$ cat config.mk
export PLATFORM = sky130hd
export DESIGN_NAME = multiply_fix_pipe_flat
export DESIGN_NICKNAME = d
export VERILOG_FILES = /design/src/rtl/multiply_fix_pkg.sv /design/src/rtl/multiply_fix_if.sv /design/src/rtl/multiply_fix_lane.sv /design/src/rtl/multiply_fix_pipe.sv /design/src/flat_wrapper.sv
export SDC_FILE = /design/constraint.sdc
export NUM_CORES = 2
export LEC_CHECK = 0
export ABC_AREA = 1
export CAP_MARGIN = 40
export CORE_MARGIN = 2
export CORE_UTILIZATION = 35
export DETAILED_ROUTE_END_ITERATION = 6
export SYNTH_ARGS = -nofsm -noshare
export SYNTH_HDL_FRONTEND = slang
export SYNTH_SLANG_ARGS = --single-unit
$ cat constraint.sdc
create_clock -name aclk -period 8.8 [get_ports aclk]
set_input_delay 1.32 -clock aclk [delete_from_list [all_inputs] [get_ports aclk]]
set_output_delay 1.32 -clock aclk [all_outputs]
set_load 0.02 [all_outputs]
$ cat src/rtl/multiply_fix_pkg.sv
// Purpose: shared constants and result-fitting helpers for the fixed-point multiplier.
// Latency: n/a (combinational functions only).
// Backpressure: n/a.
// PROD_W is the working width for every shifted/rounded product. It is wide enough
// for a full 64-bit product shifted left by up to 63 bits, plus a sign bit.
package multiply_fix_pkg;

  localparam int PROD_W = 128;

  typedef struct packed {
    logic              ovf;
    logic [PROD_W-1:0] dat;
  } fit_t;

  // True when r fits in out_w bits: signed means every bit from out_w-1 up
  // matches the sign bit; unsigned means every bit from out_w up is zero.
  function automatic logic fits(input logic [PROD_W-1:0] r, input int out_w, input logic sgn);
    logic ok;
    ok = 1'b1;
    for (int i = 0; i < PROD_W; i++) begin
      if (sgn) begin
        if (i >= out_w - 1 && r[i] != r[PROD_W-1]) ok = 1'b0;
      end else begin
        if (i >= out_w && r[i]) ok = 1'b0;
      end
    end
    return ok;
  endfunction

  // Largest out_w-bit value: 0x7F..F signed, 0xFF..F unsigned.
  function automatic logic [PROD_W-1:0] max_val(input int out_w, input logic sgn);
    logic [PROD_W-1:0] v;
    v = '0;
    for (int i = 0; i < PROD_W; i++) v[i] = (i < out_w - (sgn ? 1 : 0));
    return v;
  endfunction

  // Smallest out_w-bit value: 0x80..0 signed, 0 unsigned (upper bits left clear).
  function automatic logic [PROD_W-1:0] min_val(input int out_w, input logic sgn);
    logic [PROD_W-1:0] v;
    v = '0;
    if (sgn) v[out_w-1] = 1'b1;
    return v;
  endfunction

  function automatic fit_t fit_sat(input logic [PROD_W-1:0] r, input int out_w, input logic sgn);
    fit_t f;
    f.ovf = !fits(r, out_w, sgn);
    f.dat = r;
    if (f.ovf) f.dat = (sgn && r[PROD_W-1]) ? min_val(out_w, sgn) : max_val(out_w, sgn);
    return f;
  endfunction

  // Truncation keeps r as-is; the caller takes the low out_w bits.
  function automatic fit_t fit_trunc(input logic [PROD_W-1:0] r, input int out_w, input logic sgn);
    fit_t f;
    f.ovf = !fits(r, out_w, sgn);
    f.dat = r;
    return f;
  endfunction

endpackage

$ cat src/rtl/multiply_fix_if.sv
// Purpose: AXI-stream bundle for operands A/B and the result of multiply_fix_pipe.
// Ports: slave = multiplier view (consumes A/B, produces result); master = source/sink view.
// Backpressure: standard tvalid/tready on all three streams.
interface multiply_fix_if #(
  parameter int DATAWIDTH_IN_A = 32,
  parameter int DATAWIDTH_IN_B = 32,
  parameter int DATAWIDTH_OUT  = 60,
  parameter int LANES          = 1
);
  logic                              s_axis_a_tvalid;
  logic                              s_axis_a_tready;
  logic [LANES*DATAWIDTH_IN_A-1:0]   s_axis_a_tdata;
  logic                              s_axis_b_tvalid;
  logic                              s_axis_b_tready;
  logic [LANES*DATAWIDTH_IN_B-1:0]   s_axis_b_tdata;
  logic                              m_axis_result_tvalid;
  logic                              m_axis_result_tready;
  logic [LANES*DATAWIDTH_OUT-1:0]    m_axis_result_tdata;
  logic [LANES-1:0]                  m_axis_result_tuser;

  modport slave (
    input  s_axis_a_tvalid, s_axis_a_tdata, s_axis_b_tvalid, s_axis_b_tdata, m_axis_result_tready,
    output s_axis_a_tready, s_axis_b_tready, m_axis_result_tvalid, m_axis_result_tdata, m_axis_result_tuser
  );

  modport master (
    output s_axis_a_tvalid, s_axis_a_tdata, s_axis_b_tvalid, s_axis_b_tdata, m_axis_result_tready,
    input  s_axis_a_tready, s_axis_b_tready, m_axis_result_tvalid, m_axis_result_tdata, m_axis_result_tuser
  );
endinterface

$ cat src/rtl/multiply_fix_lane.sv
// Purpose: one multiplier lane, S2 full product and S3 shift/round/fit register.
// Latency: 2 cycles from operand register to result register while en=1.
// Backpressure: all state holds when en=0.
// Ports: clk, rst (sync, active high), en, a_dat/b_dat (S1 operands), res_dat/res_ovf (S3 result).
// Build option: MULT_NONZERO_EN forces an exact-zero result to 1 (overflow flag untouched).
module multiply_fix_lane
  import multiply_fix_pkg::*;
#(
  parameter int AW       = 32,
  parameter int BW       = 32,
  parameter int OW       = 60,
  parameter int SIGNED   = 0,
  parameter int INVERSE  = 0,
  parameter int OUTADDR  = 4,
  parameter int ROUND    = 0,
  parameter int SATURATE = 1
) (
  input  logic          clk,
  input  logic          rst,
  input  logic          en,
  input  logic [AW-1:0] a_dat,
  input  logic [BW-1:0] b_dat,
  output logic [OW-1:0] res_dat,
  output logic          res_ovf
);
  localparam int PW = AW + BW;
  // Half-LSB of the shifted result; only meaningful for a right shift by >0.
  localparam logic [PROD_W-1:0] RND =
    (ROUND != 0 && INVERSE == 0 && OUTADDR > 0) ? (PROD_W'(1) << ((OUTADDR > 0) ? OUTADDR - 1 : 0)) : '0;

  logic [PW-1:0]     a_ext, b_ext, p_d, p_q;
  logic [PROD_W-1:0] pe, pr, r;
  fit_t              fit;
  logic [OW-1:0]     res_d, res_q;
  logic              ovf_d, ovf_q;

  always_comb begin
    // Extending both operands to PW bits makes a plain PW-bit multiply exact
    // for two's-complement as well as unsigned operands.
    if (SIGNED != 0) begin
      a_ext = PW'($signed(a_dat));
      b_ext = PW'($signed(b_dat));
      pe    = PROD_W'($signed(p_q));
    end else begin
      a_ext = PW'(a_dat);
      b_ext = PW'(b_dat);
      pe    = PROD_W'(p_q);
    end
    p_d = a_ext * b_ext;
    pr  = pe + RND;
    if (INVERSE != 0)     r = pr << OUTADDR;
    else if (SIGNED != 0) r = $unsigned($signed(pr) >>> OUTADDR);
    else                  r = pr >> OUTADDR;
    fit   = (SATURATE != 0) ? fit_sat(r, OW, SIGNED != 0) : fit_trunc(r, OW, SIGNED != 0);
    res_d = fit.dat[OW-1:0];
    ovf_d = fit.ovf;
`ifdef MULT_NONZERO_EN
    if (res_d == '0) res_d = OW'(1);
`endif
  end

  always_ff @(posedge clk) begin
    if (rst) begin
      p_q   <= '0;
      res_q <= '0;
      ovf_q <= 1'b0;
    end else if (en) begin
      p_q   <= p_d;
      res_q <= res_d;
      ovf_q <= ovf_d;
    end
  end

  assign res_dat = res_q;
  assign res_ovf = ovf_q;
endmodule

$ cat src/rtl/multiply_fix_pipe.sv
// Purpose: multi-lane pipelined fixed-point multiplier with joined A/B AXI-stream inputs.
// Latency: 3 cycles accept -> tvalid, 1 beat/cycle; whole pipe stalls while result is held.
// Backpressure: en = !tvalid | tready gates every stage and both operand readys (no skid).
// Ports: aclk, areset (sync, active high), bus (multiply_fix_if.slave), ovf_clr, ovf_sticky.
// Build option: MULT_NONZERO_EN (see multiply_fix_lane) replaces zero lane results with 1.
module multiply_fix_pipe
  import multiply_fix_pkg::*;
#(
  parameter int DATAWIDTH_IN_A = 32,
  parameter int DATAWIDTH_IN_B = 32,
  parameter int DATAWIDTH_OUT  = 60,
  parameter int LANES          = 1,
  parameter int SIGNED         = 0,
  parameter int INVERSE        = 0,
  parameter int OUTADDR        = 4,
  parameter int ROUND          = 0,
  parameter int SATURATE       = 1
) (
  input  logic           aclk,
  input  logic           areset,
  multiply_fix_if.slave  bus,
  input  logic           ovf_clr,
  output logic           ovf_sticky
);
  localparam int AW = DATAWIDTH_IN_A;
  localparam int BW = DATAWIDTH_IN_B;
  localparam int OW = DATAWIDTH_OUT;

  logic                  en, acc, fire;
  logic                  s1_vld_d, s1_vld_q, s2_vld_d, s2_vld_q, s3_vld_d, s3_vld_q;
  logic [LANES*AW-1:0]   a_d, a_q;
  logic [LANES*BW-1:0]   b_d, b_q;
  logic                  ovf_sticky_d, ovf_sticky_q;
  logic [LANES*OW-1:0]   res_dat;
  logic [LANES-1:0]      res_ovf;

  always_comb begin
    en           = !s3_vld_q || bus.m_axis_result_tready;
    acc          = bus.s_axis_a_tvalid && bus.s_axis_b_tvalid && en;
    fire         = s3_vld_q && bus.m_axis_result_tready;
    s1_vld_d     = s1_vld_q;
    s2_vld_d     = s2_vld_q;
    s3_vld_d     = s3_vld_q;
    a_d          = a_q;
    b_d          = b_q;
    ovf_sticky_d = ovf_sticky_q;
    if (en) begin
      s1_vld_d = acc;
      s2_vld_d = s1_vld_q;
      s3_vld_d = s2_vld_q;
    end
    if (acc) begin
      a_d = bus.s_axis_a_tdata;
      b_d = bus.s_axis_b_tdata;
    end
    // Set wins over clear when both happen in one cycle.
    if (ovf_clr)              ovf_sticky_d = 1'b0;
    if (fire && (|res_ovf))   ovf_sticky_d = 1'b1;
  end

  always_ff @(posedge aclk) begin
    if (areset) begin
      s1_vld_q     <= 1'b0;
      s2_vld_q     <= 1'b0;
      s3_vld_q     <= 1'b0;
      a_q          <= '0;
      b_q          <= '0;
      ovf_sticky_q <= 1'b0;
    end else begin
      s1_vld_q     <= s1_vld_d;
      s2_vld_q     <= s2_vld_d;
      s3_vld_q     <= s3_vld_d;
      a_q          <= a_d;
      b_q          <= b_d;
      ovf_sticky_q <= ovf_sticky_d;
    end
  end

  for (genvar i = 0; i < LANES; i++) begin : g_lane
    multiply_fix_lane #(
      .AW(AW), .BW(BW), .OW(OW), .SIGNED(SIGNED), .INVERSE(INVERSE),
      .OUTADDR(OUTADDR), .ROUND(ROUND), .SATURATE(SATURATE)
    ) u_lane (
      .clk     (aclk),
      .rst     (areset),
      .en      (en),
      .a_dat   (a_q[i*AW +: AW]),
      .b_dat   (b_q[i*BW +: BW]),
      .res_dat (res_dat[i*OW +: OW]),
      .res_ovf (res_ovf[i])
    );
  end

  // Each operand's ready depends on the partner's valid so neither side is
  // consumed alone.
  assign bus.s_axis_a_tready      = en && bus.s_axis_b_tvalid;
  assign bus.s_axis_b_tready      = en && bus.s_axis_a_tvalid;
  assign bus.m_axis_result_tvalid = s3_vld_q;
  assign bus.m_axis_result_tdata  = res_dat;
  assign bus.m_axis_result_tuser  = res_ovf;
  assign ovf_sticky               = ovf_sticky_q;
endmodule

$ cat src/flat_wrapper.sv
// flat-port wrapper written by rule: the top's interface ports become plain ports
module multiply_fix_pipe_flat import multiply_fix_pkg::*;
#(
  parameter int DATAWIDTH_IN_A = 32,
  parameter int DATAWIDTH_IN_B = 32,
  parameter int DATAWIDTH_OUT  = 60,
  parameter int LANES          = 1,
  parameter int SIGNED         = 0,
  parameter int INVERSE        = 0,
  parameter int OUTADDR        = 4,
  parameter int ROUND          = 0,
  parameter int SATURATE       = 1
)
  (aclk, areset, ovf_clr, ovf_sticky, bus_s_axis_a_tvalid, bus_s_axis_a_tdata, bus_s_axis_b_tvalid, bus_s_axis_b_tdata, bus_m_axis_result_tready, bus_s_axis_a_tready, bus_s_axis_b_tready, bus_m_axis_result_tvalid, bus_m_axis_result_tdata, bus_m_axis_result_tuser);
  multiply_fix_if #(.DATAWIDTH_IN_A(DATAWIDTH_IN_A), .DATAWIDTH_IN_B(DATAWIDTH_IN_B), .DATAWIDTH_OUT(DATAWIDTH_OUT), .LANES(LANES)) bus_i ();
  input  logic aclk;
  input  logic areset;
  input  logic ovf_clr;
  output logic ovf_sticky;
  input wire logic [$bits(bus_i.s_axis_a_tvalid)-1:0] bus_s_axis_a_tvalid;
  input wire logic [$bits(bus_i.s_axis_a_tdata)-1:0] bus_s_axis_a_tdata;
  input wire logic [$bits(bus_i.s_axis_b_tvalid)-1:0] bus_s_axis_b_tvalid;
  input wire logic [$bits(bus_i.s_axis_b_tdata)-1:0] bus_s_axis_b_tdata;
  input wire logic [$bits(bus_i.m_axis_result_tready)-1:0] bus_m_axis_result_tready;
  output wire logic [$bits(bus_i.s_axis_a_tready)-1:0] bus_s_axis_a_tready;
  output wire logic [$bits(bus_i.s_axis_b_tready)-1:0] bus_s_axis_b_tready;
  output wire logic [$bits(bus_i.m_axis_result_tvalid)-1:0] bus_m_axis_result_tvalid;
  output wire logic [$bits(bus_i.m_axis_result_tdata)-1:0] bus_m_axis_result_tdata;
  output wire logic [$bits(bus_i.m_axis_result_tuser)-1:0] bus_m_axis_result_tuser;
  assign bus_i.s_axis_a_tvalid = bus_s_axis_a_tvalid;
  assign bus_i.s_axis_a_tdata = bus_s_axis_a_tdata;
  assign bus_i.s_axis_b_tvalid = bus_s_axis_b_tvalid;
  assign bus_i.s_axis_b_tdata = bus_s_axis_b_tdata;
  assign bus_i.m_axis_result_tready = bus_m_axis_result_tready;
  assign bus_s_axis_a_tready = bus_i.s_axis_a_tready;
  assign bus_s_axis_b_tready = bus_i.s_axis_b_tready;
  assign bus_m_axis_result_tvalid = bus_i.m_axis_result_tvalid;
  assign bus_m_axis_result_tdata = bus_i.m_axis_result_tdata;
  assign bus_m_axis_result_tuser = bus_i.m_axis_result_tuser;
  multiply_fix_pipe #(.DATAWIDTH_IN_A(DATAWIDTH_IN_A), .DATAWIDTH_IN_B(DATAWIDTH_IN_B), .DATAWIDTH_OUT(DATAWIDTH_OUT), .LANES(LANES), .SIGNED(SIGNED), .INVERSE(INVERSE), .OUTADDR(OUTADDR), .ROUND(ROUND), .SATURATE(SATURATE)) u_core (.aclk(aclk), .areset(areset), .bus(bus_i), .ovf_clr(ovf_clr), .ovf_sticky(ovf_sticky));
endmodule
**Word-level counts from Yosys, hierarchy flattened**

Index checks and enable logic that the tools add are counted.

- Bits in latches: 0
- Bits in read-only memories: 0
- RAM bits: 0
- Bits in registers: 192
- Output and inout bits: 65
- Memories: 0

- Multipliers: 1
- Shift operators: 0
- Equality and inequality tests: 0
- Muxes and demuxes: 1
- Bitwise logic cells: 0
- Div/mod/pow operators: 0
- Reductions and logical operators: 6
- $lt $le $gt $ge: 0
- Add/sub/neg operators: 0

Operator list:

| operator | number |
|---|---|
| 32-bit by 32-bit multiplier with 64-bit output | 1 |
| 1-bit logical AND | 4 |
| 1-bit logical NOT | 1 |
| 1-bit logical OR | 1 |
| 1-bit two-way mux | 1 |

**Logic depth before layout (Yosys ltp)**

- Word-level depth: 3
- Mapped depth: 35
- Mapped depth without buffers: 33

**By module**

Synthesis repeated with hierarchy kept, for this count alone.

- Cells, all modules: 5990
- Area, all modules: 43290.3 µm²

By module, submodules not included:

| module | sequential area each (µm²) | area each (µm²) | times used | cells each |
|---|---|---|---|---|
| multiply_fix_lane | 2402.3 | 40259.9 | 1 | 5545 |
| multiply_fix_pipe | 1361.3 | 3030.4 | 1 | 445 |

**Worst setup path before layout**

No wires, ideal clock.

- Kind: flip-flop to flip-flop
- Start point: register u_core.a_q[25]
- End point: register u_core.g_lane[0].u_lane.p_q[61]
- Cell stages (with the launch flop): 29
- Arrival time: 6.257 ns
- Required time: 8.691 ns
- Slack: 2.434 ns
- Library setup time: 0.109 ns
- Buffers on the path: 2
- Cells stage by stage: dfxtp_1 -> clkbuf_1 -> clkbuf_1 -> nand2_1 -> fa_1 -> inv_1 -> fa_1 -> inv_1 -> fa_1 -> inv_1 -> fa_1 -> fa_1 -> fa_1 -> fa_1 -> inv_1 -> fa_1 -> inv_1 -> ha_1 -> nand2_1 -> nor2_1 -> inv_1 -> nor2_1 -> nand2_1 -> nor3_1 -> nand2_1 -> nand3_1 -> nand3_1 -> nand2_1 -> inv_1

- Word-level cells in the longest chain between the ends: 1

Ends and longest elaborated chain:

| what | RTL line | RTL |
|---|---|---|
| start: declaration | multiply_fix_pipe.sv:31 | `logic [LANES*AW-1:0] a_d, a_q;` |
| start signal: assignment | multiply_fix_pipe.sv:66 | `a_q <= '0;` |
| start signal: assignment | multiply_fix_pipe.sv:73 | `a_q <= a_d;` |
| 32-bit by 32-bit multiplier with 64-bit output | multiply_fix_lane.sv:49 | `p_d = a_ext * b_ext;` |
| end signal: assignment | multiply_fix_lane.sv:68 | `p_q <= p_d;` |
| end: declaration | multiply_fix_lane.sv:31 | `logic [PW-1:0] a_ext, b_ext, p_d, p_q;` |

No other way between the ends.
A chain may end at the register's enable or synchronous reset.

**Worst setup path in the final report**

- Start point: register u_core.b_q[13]
- End point: register u_core.g_lane[0].u_lane.p_q[45]

- Word-level cells in the longest chain between the ends: 1

Ends and longest elaborated chain:

| what | RTL line | RTL |
|---|---|---|
| start: declaration | multiply_fix_pipe.sv:32 | `logic [LANES*BW-1:0] b_d, b_q;` |
| start signal: assignment | multiply_fix_pipe.sv:67 | `b_q <= '0;` |
| start signal: assignment | multiply_fix_pipe.sv:74 | `b_q <= b_d;` |
| 32-bit by 32-bit multiplier with 64-bit output | multiply_fix_lane.sv:49 |  |

No other way between the ends.

==> results.py <==
metrics = {
    "synthesis": {
        "synth_flop_cell": "dfxtp_1",
        "avgSynthCellArea_um2": 7.27,
        "synth_cells": 5877,
        "ys_seq_elements": 187,
        "synth_edf_count": 0,
        "syn_area_mm2": 0.0427,
        "yosysTopAreaCell": "fa_1",
        "yosys_warnings": 0,
        "yosysUniqueCellTypes": 27,
        "yosys.area.top_type_share": 0.420,
        "async_flop_share": 0,
        "synth_area_leaders": "fa_1, inv_1, nand2_1",
        "synth_common_cells": "inv_1, nand2_1, fa_1",
        "synth.most_common_cell": "inv_1",
        "synth_seq_area_share": 0.0877,
    },
    "die": {
        "die_x_um": 353,
        "dieArea_mm2": 0.125,
        "io_pins": 135,
        "start_util": 0.352,
        "fp.coreArea_mm2": 0.121,
        "die_y_um": 353,
        "rows": 128,
    },
    "hold_path": {
        "worstHoldPathType": "reg2reg",
        "whs_path_depth": 2,
    },
    "setup_path": {
        "cp.required_ns": 9.22,
        "arrival_ns": 8.01,
        "r2r_slack_ns": 1.21,
        "max_stage_delay_ns": 0.91,
        "crit_fanout": 15,
        "critPathCaptureType": "flip-flop",
        "cp_common_cell": "fa_1",
        "worstRegToRegCells": 25,
        "cp-start-kind": "flip-flop",
        "cp_slowest_cell": "dfxtp_1",
        "path_class": "reg2reg",
    },
    "sta": {
        "period_share": 0.863,
        "fin_tns_setup_ns": 0,
        "rsz0062_at_grt": "no",
        "finalMaxSlewViolations": 0,
        "fmax_ghz": 0.132,
        "setup_viol": 0,
        "post-route-min-period_ns": 7.59,
        "fin_skew_ns": 0.0227,
        "worst_pin_slew_ns": 0.930,
        "relSlewSlack": 0.379,
        "fin_hold_ws_ns": 0.461,
        "hold_violations": 0,
    },
    "detailed_routing": {
        "wl_um": 120000,
        "via_per_inst": 4.57,
        "drtPass1Iterations": 5,
        "dr_total_vias": 34027,
        "dr.first_iter.drc_count": 2362,
        "drc": 0,
        "ant_nets": 0,
        "wl_per_cell_um": 16.2,
    },
    "cts": {
        "htreeDepth": 4,
        "insertion_delay_ns": 0.53,
        "clkTransAtPathRegs_ns": 0.08,
        "cts_buffers": 17,
        "cts-root-buf": "clkbuf_16",
        "cts_buffer_depth": 2,
        "cts_hold_buf": 0,
        "cts_sinks": 187,
        "cts_tree": "yes",
        "cts_resized": 0,
        "post_cts_buffers": 0,
    },
    "global_routing": {
        "antenna_found_initial": 3,
        "grt_pass1_wl_um": 196000,
        "grt_pass1_vias": 35573,
        "track_usage": 0.200,
        "grt_max_degree": 95,
        "overflow": 0,
    },
    "place": {
        "place_congestion": 0.923,
        "io_buffers": 131,
        "placed_cell_area_mm2": 0.0458,
        "hpwl_um": 100000,
    },
    "run": {
        "drv_cap": 0,
    },
    "pwr": {
        "p_leak_nw": 28.6,
        "p_per_area_mw_per_mm2": 111,
        "p_total_w": 0.00516,
        "ir_drop_mv": 0.162,
    },
    "cells_and_area": {
        "area_delta_synth_final_pct": 8.53,
        "drive_gt1_frac": 0.0246,
        "final_cell_area_mm2": 0.0464,
        "nNetsFinal": 7035,
        "antenna_cells": 0,
        "nFillCells": 12855,
    },
    "run_status": {
        "outcome": "completed",
    },
}
[final cells by class]
cell class | instances | area [um2] | share of cell area
Clock buffer | 19 | 443 | 0.00956
Clock inverter | 13 | 129 | 0.00278
Inverter | 1841 | 6920 | 0.149
Multi-Input combinational cell | 3537 | 30900 | 0.666
Sequential cell | 187 | 3750 | 0.0809
Tap cell | 1625 | 2030 | 0.0439
Timing Repair Buffer | 225 | 2200 | 0.0475
[stage by stage]
step | utilization | std cells | setup WS, ns
floorplan | - | 5878 | 2.43
detailed placement | 0.377 | 7415 | 1.32
CTS | 0.382 | 7447 | 1.26
finish | 0.382 | 7447 | 1.21
global placement | 0.375 | 7402 | 1.24
global route | 0.382 | 7447 | 0.863
[worst max-delay path: cells and delay by family (launching register included)]
kind,cells,cell delay (ns)
adder cells (fa/ha/maj),9,4.50
buffers and inverters,6,0.67
AO/OA/AOI/OAI,1,0.10
flip-flops,1,0.91
AND/OR/NAND/NOR,9,1.30
[per-layer routing]
metal,part of all wire,routed length [um],track usage
met1,0.46,56000,0.290
met2,0.45,54100,0.316
met3,0.069,8360,0.0301
met4,0.017,2020,0.0426
met5,0.000091,11,0
[worst paths after layout]
check | from | end
max | u_core.b_q[13]$_SDFFE_PP0P_ | u_core.g_lane[0].u_lane.p_q[45]$_SDFFE_PP0N_
max reg2reg | u_core.b_q[13]$_SDFFE_PP0P_ | u_core.g_lane[0].u_lane.p_q[45]$_SDFFE_PP0N_
min reg2reg | u_core.s2_vld_q$_SDFFE_PP0N_ | u_core.s2_vld_q$_SDFFE_PP0N_
min | u_core.s2_vld_q$_SDFFE_PP0N_ | u_core.s2_vld_q$_SDFFE_PP0N_
[sequential cells by signal, indices dropped and copies added, names as in the netlist]
signal / count
u_core.s2_vld_q: 1
u_core.g_lane.u_lane.p_q: 60
u_core.a_q: 32
u_core.b_q: 32
u_core.bus.m_axis_result_tvalid: 1
u_core.s1_vld_q: 1
u_core.g_lane.u_lane.res_dat: 60
[placed cells by master (no fill, tap or decap), drive strengths merged]
master         netlist  routed
o21bai              30      30
nand2             1608    1608
nand4                6       6
clkdlybuf4s50        0     131
ha                 260     260
inv               1841    1847
o21ai              186     186
o211ai               5       5
buf                  5      94
clkinv               0       6
clkbuf             308      19
a31oi                3       3
nor3                11      11
nor2               364     364
clkinvlp             0       1
and2                 3       3
nand3b               2       2
xor2                22      22
or2                  1       1
nand3               77      77
a21oi               54      54
conb                 1       2
dfxtp              187     187
xnor2                7       7
fa                 896     896
[kinds of logic (layout without fill, tap and decap cells)]
group,after synthesis,after routing,share of synthesized area
buf+inv,2154,2098,0.190
other cells,1,2,0.0000878
flops,187,187,0.0877
xor+xnor,29,29,0.00595
compound gates,278,278,0.0347
fa+ha+maj,1156,1156,0.496
simple gates,2072,2072,0.186
[power breakdown]
part | internal [W] | total, W | switching [W]
registers | 0.000989 | 0.00114 | 0.000151
clock network | 0.000381 | 0.000822 | 0.000441
logic | 0.00116 | 0.00319 | 0.00203
total | 0.00253 | 0.00516 | 0.00262
(Power assumes the default switching activity.)
